--- config.mk ---
export PLATFORM = sky130hd
export DESIGN_NAME = multicycle_controller
export DESIGN_NICKNAME = d
export VERILOG_FILES = /design/src/rtl/multicycle_controller.sv
export SDC_FILE = /design/constraint.sdc
export NUM_CORES = 1
export LEC_CHECK = 0
export BUFFER_PORTS_ARGS = -buffer_cell sky130_fd_sc_hd__buf_2
export CAP_MARGIN = 20
export CORE_AREA = 5 5 42 44
export DETAILED_ROUTE_END_ITERATION = 16
export DIE_AREA = 0 0 47 49
export PLACE_DENSITY = 0.79
export REMOVE_ABC_BUFFERS = 1
export SLEW_MARGIN = 20
export SYNTH_ARGS = -nofsm -noshare
export SYNTH_HDL_FRONTEND = slang
export SYNTH_SLANG_ARGS = --single-unit
--- constraint.sdc ---
create_clock -name clk -period 5.4 [get_ports clk]
set_clock_uncertainty 0.2 [all_clocks]
set_input_delay 1.08 -clock clk [delete_from_list [all_inputs] [get_ports clk]]
set_output_delay 1.08 -clock clk [all_outputs]
set_load 0.01 [all_outputs]
--- src/rtl/multicycle_controller.sv ---
// Main control FSM with ALU and immediate decoders for a multicycle RV32I datapath.
// Optional BNE_EN macro: funct3[0] inverts the branch condition so bne branches on not-equal.
module multicycle_controller (
  input  logic       clk,
  input  logic       reset,
  input  logic [6:0] op,
  input  logic [2:0] funct3,
  input  logic       funct7b5,
  input  logic       zero,
  output logic [1:0] immsrc,
  output logic [1:0] alusrca,
  output logic [1:0] alusrcb,
  output logic [1:0] resultsrc,
  output logic       adrsrc,
  output logic [2:0] alucontrol,
  output logic       irwrite,
  output logic       pcwrite,
  output logic       regwrite,
  output logic       memwrite
);

  localparam logic [6:0] OP_LW   = 7'b0000011;
  localparam logic [6:0] OP_SW   = 7'b0100011;
  localparam logic [6:0] OP_R    = 7'b0110011;
  localparam logic [6:0] OP_IALU = 7'b0010011;
  localparam logic [6:0] OP_BEQ  = 7'b1100011;
  localparam logic [6:0] OP_JAL  = 7'b1101111;

  typedef enum logic [3:0] {
    FETCH    = 4'd0,
    DECODE   = 4'd1,
    MEMADR   = 4'd2,
    MEMREAD  = 4'd3,
    MEMWB    = 4'd4,
    MEMWRITE = 4'd5,
    EXECUTER = 4'd6,
    ALUWB    = 4'd7,
    EXECUTEI = 4'd8,
    JAL      = 4'd9,
    BEQ      = 4'd10
  } state_t;

  typedef enum logic [1:0] {
    ALUOP_ADD   = 2'b00,
    ALUOP_SUB   = 2'b01,
    ALUOP_FUNCT = 2'b10
  } aluop_t;

  state_t state, next_state;
  aluop_t aluop;
  logic   pcupdate;
  logic   branch;
  logic   irwrite_raw;
  logic   regwrite_raw;
  logic   memwrite_raw;
  logic   branch_taken;

  always_ff @(posedge clk or posedge reset) begin
    if (reset) state <= FETCH;
    else       state <= next_state;
  end

  // Unused codes 11-15 fall through the default and recover to FETCH.
  always_comb begin
    next_state = FETCH;
    case (state)
      FETCH:    next_state = DECODE;
      DECODE: begin
        case (op)
          OP_LW, OP_SW: next_state = MEMADR;
          OP_R:         next_state = EXECUTER;
          OP_IALU:      next_state = EXECUTEI;
          OP_JAL:       next_state = JAL;
          OP_BEQ:       next_state = BEQ;
          default:      next_state = FETCH;
        endcase
      end
      MEMADR:   next_state = (op == OP_SW) ? MEMWRITE : MEMREAD;
      MEMREAD:  next_state = MEMWB;
      MEMWB:    next_state = FETCH;
      MEMWRITE: next_state = FETCH;
      EXECUTER: next_state = ALUWB;
      EXECUTEI: next_state = ALUWB;
      JAL:      next_state = ALUWB;
      ALUWB:    next_state = FETCH;
      BEQ:      next_state = FETCH;
      default:  next_state = FETCH;
    endcase
  end

  always_comb begin
    alusrca      = 2'b00;
    alusrcb      = 2'b00;
    resultsrc    = 2'b00;
    adrsrc       = 1'b0;
    aluop        = ALUOP_ADD;
    irwrite_raw  = 1'b0;
    regwrite_raw = 1'b0;
    memwrite_raw = 1'b0;
    pcupdate     = 1'b0;
    branch       = 1'b0;
    case (state)
      FETCH: begin
        irwrite_raw = 1'b1;
        alusrcb     = 2'b10;
        resultsrc   = 2'b10;
        pcupdate    = 1'b1;
      end
      DECODE: begin
        alusrca = 2'b01;
        alusrcb = 2'b01;
      end
      MEMADR: begin
        alusrca = 2'b10;
        alusrcb = 2'b01;
      end
      MEMREAD:  adrsrc = 1'b1;
      MEMWB: begin
        resultsrc    = 2'b01;
        regwrite_raw = 1'b1;
      end
      MEMWRITE: begin
        adrsrc       = 1'b1;
        memwrite_raw = 1'b1;
      end
      EXECUTER: begin
        alusrca = 2'b10;
        aluop   = ALUOP_FUNCT;
      end
      EXECUTEI: begin
        alusrca = 2'b10;
        alusrcb = 2'b01;
        aluop   = ALUOP_FUNCT;
      end
      ALUWB:    regwrite_raw = 1'b1;
      JAL: begin
        alusrca  = 2'b01;
        alusrcb  = 2'b10;
        pcupdate = 1'b1;
      end
      BEQ: begin
        alusrca = 2'b10;
        aluop   = ALUOP_SUB;
        branch  = 1'b1;
      end
      default: ;
    endcase
  end

  // op[5] separates R-type from I-type, so addi never turns into a subtract.
  always_comb begin
    alucontrol = 3'b000;
    case (aluop)
      ALUOP_ADD: alucontrol = 3'b000;
      ALUOP_SUB: alucontrol = 3'b001;
      ALUOP_FUNCT: begin
        case (funct3)
          3'b000:  alucontrol = (op[5] & funct7b5) ? 3'b001 : 3'b000;
          3'b010:  alucontrol = 3'b101;
          3'b110:  alucontrol = 3'b011;
          3'b111:  alucontrol = 3'b010;
          default: alucontrol = 3'b000;
        endcase
      end
      default: alucontrol = 3'b000;
    endcase
  end

  always_comb begin
    immsrc = 2'b00;
    case (op)
      OP_SW:   immsrc = 2'b01;
      OP_BEQ:  immsrc = 2'b10;
      OP_JAL:  immsrc = 2'b11;
      default: immsrc = 2'b00;
    endcase
  end

`ifdef BNE_EN
  assign branch_taken = branch & (zero ^ funct3[0]);
`else
  assign branch_taken = branch & zero;
`endif

  // The state register already sits in FETCH during reset, so only the enables need masking.
  assign irwrite  = irwrite_raw  & ~reset;
  assign regwrite = regwrite_raw & ~reset;
  assign memwrite = memwrite_raw & ~reset;
  assign pcwrite  = (pcupdate | branch_taken) & ~reset;

endmodule

After elaboration in Yosys (flattened, before gate mapping)
Index checks and enable logic that the tools add are counted.
{"block": "op_classes", "eq_ne": 21, "n_mux": 17, "bitwise": 8, "n_reduce_logical": 11}
{"cell": "4-bit case mux with 5 select lines", "count": 2}
{"cell": "4-bit by 3-bit == test with 1-bit output (second input constant)", "count": 4}
{"cell": "2-bit case mux with 2 select lines", "count": 4}
{"cell": "7-bit by 6-bit == test with 1-bit output (second input constant)", "count": 2}
{"cell": "7-bit == test (second input constant)", "count": 2}
{"cell": "4-bit == test (second input constant)", "count": 3}
{"cell": "3-bit case mux with 4 select lines", "count": 1}
{"cell": "2-bit OR reduction", "count": 6}
{"cell": "4-bit by 2-bit == test with 1-bit output (second input constant)", "count": 2}
{"cell": "7-bit by 2-bit == test with 1-bit output (second input constant)", "count": 1}
{"cell": "7-bit by 5-bit == test with 1-bit output (second input constant)", "count": 1}
{"cell": "1-bit two-way mux", "count": 7}
{"cell": "1-bit bitwise AND", "count": 6}
{"cell": "3-bit == test (second input constant)", "count": 2}
{"cell": "2-bit case mux with 3 select lines", "count": 1}
{"cell": "3-bit case mux with 2 select lines", "count": 1}
{"cell": "3-bit OR reduction", "count": 2}
{"cell": "4-bit by 1-bit == test with 1-bit output (second input constant)", "count": 1}
{"cell": "4-bit zero test", "count": 1}
{"cell": "4-bit OR reduction", "count": 1}
{"cell": "3-bit by 2-bit == test with 1-bit output (second input constant)", "count": 1}
{"cell": "3-bit zero test", "count": 1}
{"cell": "3-bit two-way mux", "count": 1}
{"cell": "2-bit by 1-bit == test with 1-bit output (second input constant)", "count": 1}
{"cell": "3 further kinds", "count": 3}
{"block": "totals", "register_bits": 4, "inputBits": 14, "out_inout_bits": 16, "word_cells": 58}

Depth between registers and ports, before layout
{"block": "logic_depth", "ltp_word": 5, "depth_mapped": 8, "ltp_nobuf": 7}

Worst setup path after synthesis
Ideal clock, no wire load.
{"block": "synth_path", "path_kind": "input -> output", "startpoint": "input op[3]", "endpoint": "output immsrc[0]", "arrival_ns": 1.581, "required_time_ns": 4.120, "slack_ns": 2.539, "stages": 3, "n_path_buf": 0, "path_cell_list": "and4bb_4 -> nand2_1 -> nand2_1"}
{"block": "synth_via", "elab_chain_len": 2, "word_cells_on_any_way": 4, "cone_classes": "eq/ne (3); mux (1)"}
{"element": "start: declaration", "line_no": "6", "rtl": "input logic [6:0] op,"}
{"element": "7-bit == test or 7-bit by 6-bit == test with 1-bit output (tied branches)", "line_no": "171", "rtl": "case (op)"}
{"element": "2-bit case mux with 3 select lines *", "line_no": "171"}
{"element": "end: declaration", "line_no": "10", "rtl": "output logic [1:0] immsrc,"}
Every way passes the cells marked *; elsewhere a longest branch is shown, timed or not.

Final worst setup path
{"block": "layout_path", "startpoint": "register state[1]", "endpoint": "output alucontrol[0]"}
{"block": "layout_via", "elab_chain_len": 5, "word_cells_on_any_way": 8, "cone_classes": "eq/ne (5); mux (2); reduce/logical (1)"}
{"element": "start: declaration", "line_no": "49", "rtl": "state_t state, next_state;"}
{"element": "start signal: assignment", "line_no": "60", "rtl": "else state <= next_state;"}
{"element": "4-bit == test or 4-bit by 3-bit == test with 1-bit output (tied branches)", "line_no": "102", "rtl": "case (state)"}
{"element": "2-bit OR reduction (no line)"}
{"element": "2-bit case mux with 2 select lines *", "line_no": "102"}
{"element": "2-bit == test or 2-bit by 1-bit == test with 1-bit output (tied branches)", "line_no": "153", "rtl": "case (aluop)"}
{"element": "3-bit case mux with 2 select lines *", "line_no": "153"}
{"element": "end: declaration", "line_no": "15", "rtl": "output logic [2:0] alucontrol,"}
Marks and branches as above.

==> summary.md <==
| Metric | Value |
|---|---|
| Class of the most critical hold timing path | in2async |
| Met2 wire len | 676 um |
| Number of setup violations in the final report | 0 |
| Vias per cell | 5.48 |
| Initial antenna violation count | 0 |
| Post-route setup TNS | 0 ps |
| Mux contribution to synthesized area | 0 |
| Max-capacitance violation count | 0 |
| Xor and xnor fraction of the mapped netlist area | 0.0442 |
| Number of optimization iterations in the first detailed-route pass | 3 |
| Worst slew margin relative to its limit | 0.637 |
| Critical register-to-register path endpoint | state[2] |
| Highest clock frequency the design can meet | 0.298 GHz |
| Die width | 47 um |
| Maximum cell stage delay along the critical path | 570 ps |
| Nature of the critical path startpoint | flop |
| Clock Path Buffers | 2 |
| Total number of yosys warnings | 0 |
| CP Data Required Time | 4120 ps |
| GRT Residual Overflow | 0 |
| Hold-fix buffers, CTS | 0 |
| Wire length of the first global-routing pass | ~2.3 mm |
| Clock net sink count | 4 |
| Count of unique library cells instantiated by Yosys | 41 |
| Hold Worst Slack | ~560 ps |
| Maximum fanout along the worst path | 17 |
| Clock-pin slew of the registers on the worst-case setup and hold paths | around 40 ps |
| Maximum number of pins on one net before global-route repair | 18 |
| Antenna diode count | 0 |
| Share of the synthesized area in compound gates (AO/OA/AOI/OAI) | 0.225 |
| Sequential element share of the synthesized area | 0.168 |
| EDFF count, synth | 0 |
| Num CTS Buffers | 3 |
| Reg2Reg Depth | 3 |
| Postcts setup bufs | 0 |
| Static leakage power | 0.380 nW |
| Root Driver | sky130_fd_sc_hd__clkbuf_4 |
| Final cycle utilization of the critical path | 0.622 |
| Half-perimeter wire length of the detailed placement result | 1.16 mm |
| Largest family of logic cells by synthesized area | simple AND/OR/NAND/NOR gates |
| Worst slew pin tran | 545 ps |
| Share of power burned in combinational logic | 0.525 |
| Clk network pwr share | 0.176 |
| Highest metal layer with signal wires | met4 |
| Via count of the first global-routing pass | 614 |
| Routed met1 length | roughly 620 um |
| CTS tree | done |
| Status | complete, no violations |
| Total Die Area | 2300 um^2 |
| Data arrival at the endpoint of the critical path | 2080 ps |
| Switching component of the power | 0.0936 mW |
| Post-synthesis cell area | 594 um^2 |
| Final estimated routing congestion in global placement | 0.781 |
| Switching portion of total power | 0.450 |
| Critical register-to-register path startpoint | state[1] |
| Slowest cell on the critical path | sky130_fd_sc_hd__dfrtp_1 |
| Max-slew violation total from the final report | 0 |
| Number of synthesized register bits | 4 |
| Largest voltage drop on the vdd net | approximately 0.10 mV |
| Initial Util | 0.424 |
| Ratio of cells with drive above 1 in the final layout | 0.379 |
| Final Hold Viols | 0 |
| Endpoint kind of the worst setup timing path | output pin |
| Synthesized netlist cell count | 76 |
| Flip-flop count of the largest register after layout | 4 |
| Ys async rst share | 1.00 |
| Top flop regs | state: 4 flops |
| Number of port buffers | 29 |
| PD cells | between 200 and 300 nW/um^2 |
| RSZ-0062 raised after global routing | no |
| Via count | 652 |
| Cell breakdown of the critical path | nor2_1 -> nand2_1 -> a21oi_1 -> ha_1 -> nor2b_1 -> o21ai_0 -> a21oi_1 -> buf_2 |
| Most used cell along the critical path | sky130_fd_sc_hd__a21oi_1 |
| Area share of fa/ha/maj cells after synthesis | 0.0589 |
| Rows | 14 |
| Number of nets in the finished design | 121 |
| Setup slack on the worst flop-to-flop path | roughly 3900 ps |
| Growth of design area from synthesis to finish | 25.9% |
| GRT Resource Usage Total | 0.131 |
| Number of I/O pins | 30 |
| DRC violation count after routing | 0 |
| Cell internal power dissipation | 0.115 mW |
| Sum of routed wire length over all layers | between 1 and 1.5 mm |
| CTS HTree Levels | 1 |
| Critical setup path kind | reg2out |
| Die extent in y | 49 um |
| 1st-iter DRT viols | 6 |
| Number of instances resized during post-cts repair | 0 |
| Minimum clock period | approximately 3400 ps |
| Reg with most FFs | state |
| Met3 layer wire length in the routed design | 116 um |
| Sequential share of power | 0.299 |
| Clock insertion delay at the later pin of the skew report | 230 ps |
| Count of nets left with antenna violations after detail routing | 0 |
| Wire length per cell after detailed routing | 12.0 um |
| Predominant post-synthesis flop cell | sky130_fd_sc_hd__dfrtp_1 |
| Total core area | 1400 um^2 |
| Area fraction in and, or, nand and nor cells after synthesis | 0.408 |
| Post-synthesis average cell area | approximately 8 um^2 |
per-layer routing:
metal,GRT usage,vias to the layer above
met3,0.0369,2
met4,0.0645,0
met1,0.155,292
met5,0,-
met2,0.208,21
li1,-,337
synthesized netlist by cell type (2+ instances only):
cell,number,area share
sky130_fd_sc_hd__xor2_1,2,0.029
sky130_fd_sc_hd__nor3_2,2,0.034
sky130_fd_sc_hd__o21ai_0,3,0.025
sky130_fd_sc_hd__and3_1,3,0.032
sky130_fd_sc_hd__inv_1,5,0.032
sky130_fd_sc_hd__a211oi_1,2,0.025
sky130_fd_sc_hd__ha_1,2,0.042
sky130_fd_sc_hd__buf_2,3,0.025
sky130_fd_sc_hd__dfrtp_1,4,0.17
sky130_fd_sc_hd__nor2_1,6,0.038
sky130_fd_sc_hd__nor3_1,4,0.034
sky130_fd_sc_hd__and2_1,3,0.032
sky130_fd_sc_hd__a21oi_1,2,0.017
sky130_fd_sc_hd__nand2_1,4,0.025
sky130_fd_sc_hd__and4bb_4,2,0.055
sky130_fd_sc_hd__nor2b_1,2,0.021
sky130_fd_sc_hd__nand3_1,2,0.017
sky130_fd_sc_hd__a31oi_1,2,0.021
area by class of cell:
class                      instances  area (um^2)
clock buffer                       3         22.5
fill                             150          653
inverter                           6         22.5
multi-input combinational         61          438
sequential                         4          100
tap                               16         20.0
timing repair buffer              29          145
critical path, delay by kind of cell (launching register included):
kind | cells | cell delay (ps)
adder cells (fa/ha/maj) | 1 | 180
buffers and inverters | 1 | 140
AO/OA/AOI/OAI | 3 | 430
flip-flops | 1 | 570
AND/OR/NAND/NOR | 3 | 530
logic make-up (layout without fill, tap and decap cells):
group / Yosys count / count (layout)
buffers and inverters: 11 / 38
xor gates and xnor gates: 3 / 3
DFF: 4 / 4
and+or+nand+nor: 37 / 37
adders and majority gates: 3 / 3
AOI/OAI and AO/OA: 18 / 18
worst max path at each step:
stage | startpoint | endpoint | slack (ps) | cells after the start
CTS | state[1] | alucontrol[0] | 2040 | 8
global route | state[1] | alucontrol[0] | 1830 | 8
global placement | op[3] | immsrc[0] | 2330 | 5
detailed placement | state[1] | alucontrol[0] | 2310 | 8
floorplan | op[3] | immsrc[0] | 2540 | 3
finish | state[1] | alucontrol[0] | 2040 | 8
power groups by stage:
| stage | Sequential, mW | Clock (mW) | Combinational, mW |
|---|---|---|---|
| final | 0.0622 | 0.0367 | 0.109 |
| after detailed placement | 0.0621 | 0 | 0.112 |
| after global routing | 0.0654 | 0.0389 | 0.123 |
| after CTS | 0.0615 | 0.0384 | 0.112 |
| after floorplan | 0.0565 | 0 | 0.0722 |
| after global placement | 0.0619 | 0 | 0.109 |
placed cells by master (no fill, tap or decap), types with 2 or more instances in the layout:
cell type	n
sky130_fd_sc_hd__and2_1	3
sky130_fd_sc_hd__dfrtp_1	4
sky130_fd_sc_hd__a31oi_1	2
sky130_fd_sc_hd__clkbuf_4	3
sky130_fd_sc_hd__inv_1	5
sky130_fd_sc_hd__and4bb_4	2
sky130_fd_sc_hd__a21oi_1	2
sky130_fd_sc_hd__a211oi_1	2
sky130_fd_sc_hd__nor3_1	4
sky130_fd_sc_hd__nand2_1	4
sky130_fd_sc_hd__o21ai_0	3
sky130_fd_sc_hd__buf_2	29
sky130_fd_sc_hd__and3_1	3
sky130_fd_sc_hd__nand3_1	2
sky130_fd_sc_hd__nor2_1	6
sky130_fd_sc_hd__ha_1	2
sky130_fd_sc_hd__xor2_1	2
sky130_fd_sc_hd__nor3_2	2
sky130_fd_sc_hd__nor2b_1	2
metrics by stage:
stage | std cells | util | instance area (um^2) | total power, mW | setup slack, ps
floorplan | 71 | - | 561 | 0.129 | 2540
global placement | 116 | 0.518 | 726 | 0.171 | 2330
detailed placement | 116 | 0.518 | 726 | 0.174 | 2310
CTS | 119 | 0.534 | 748 | 0.212 | 2040
global route | 119 | 0.534 | 748 | 0.228 | 1830
finish | 119 | 0.534 | 748 | 0.208 | 2040
Note: power is estimated with default switching activity, not from simulation.
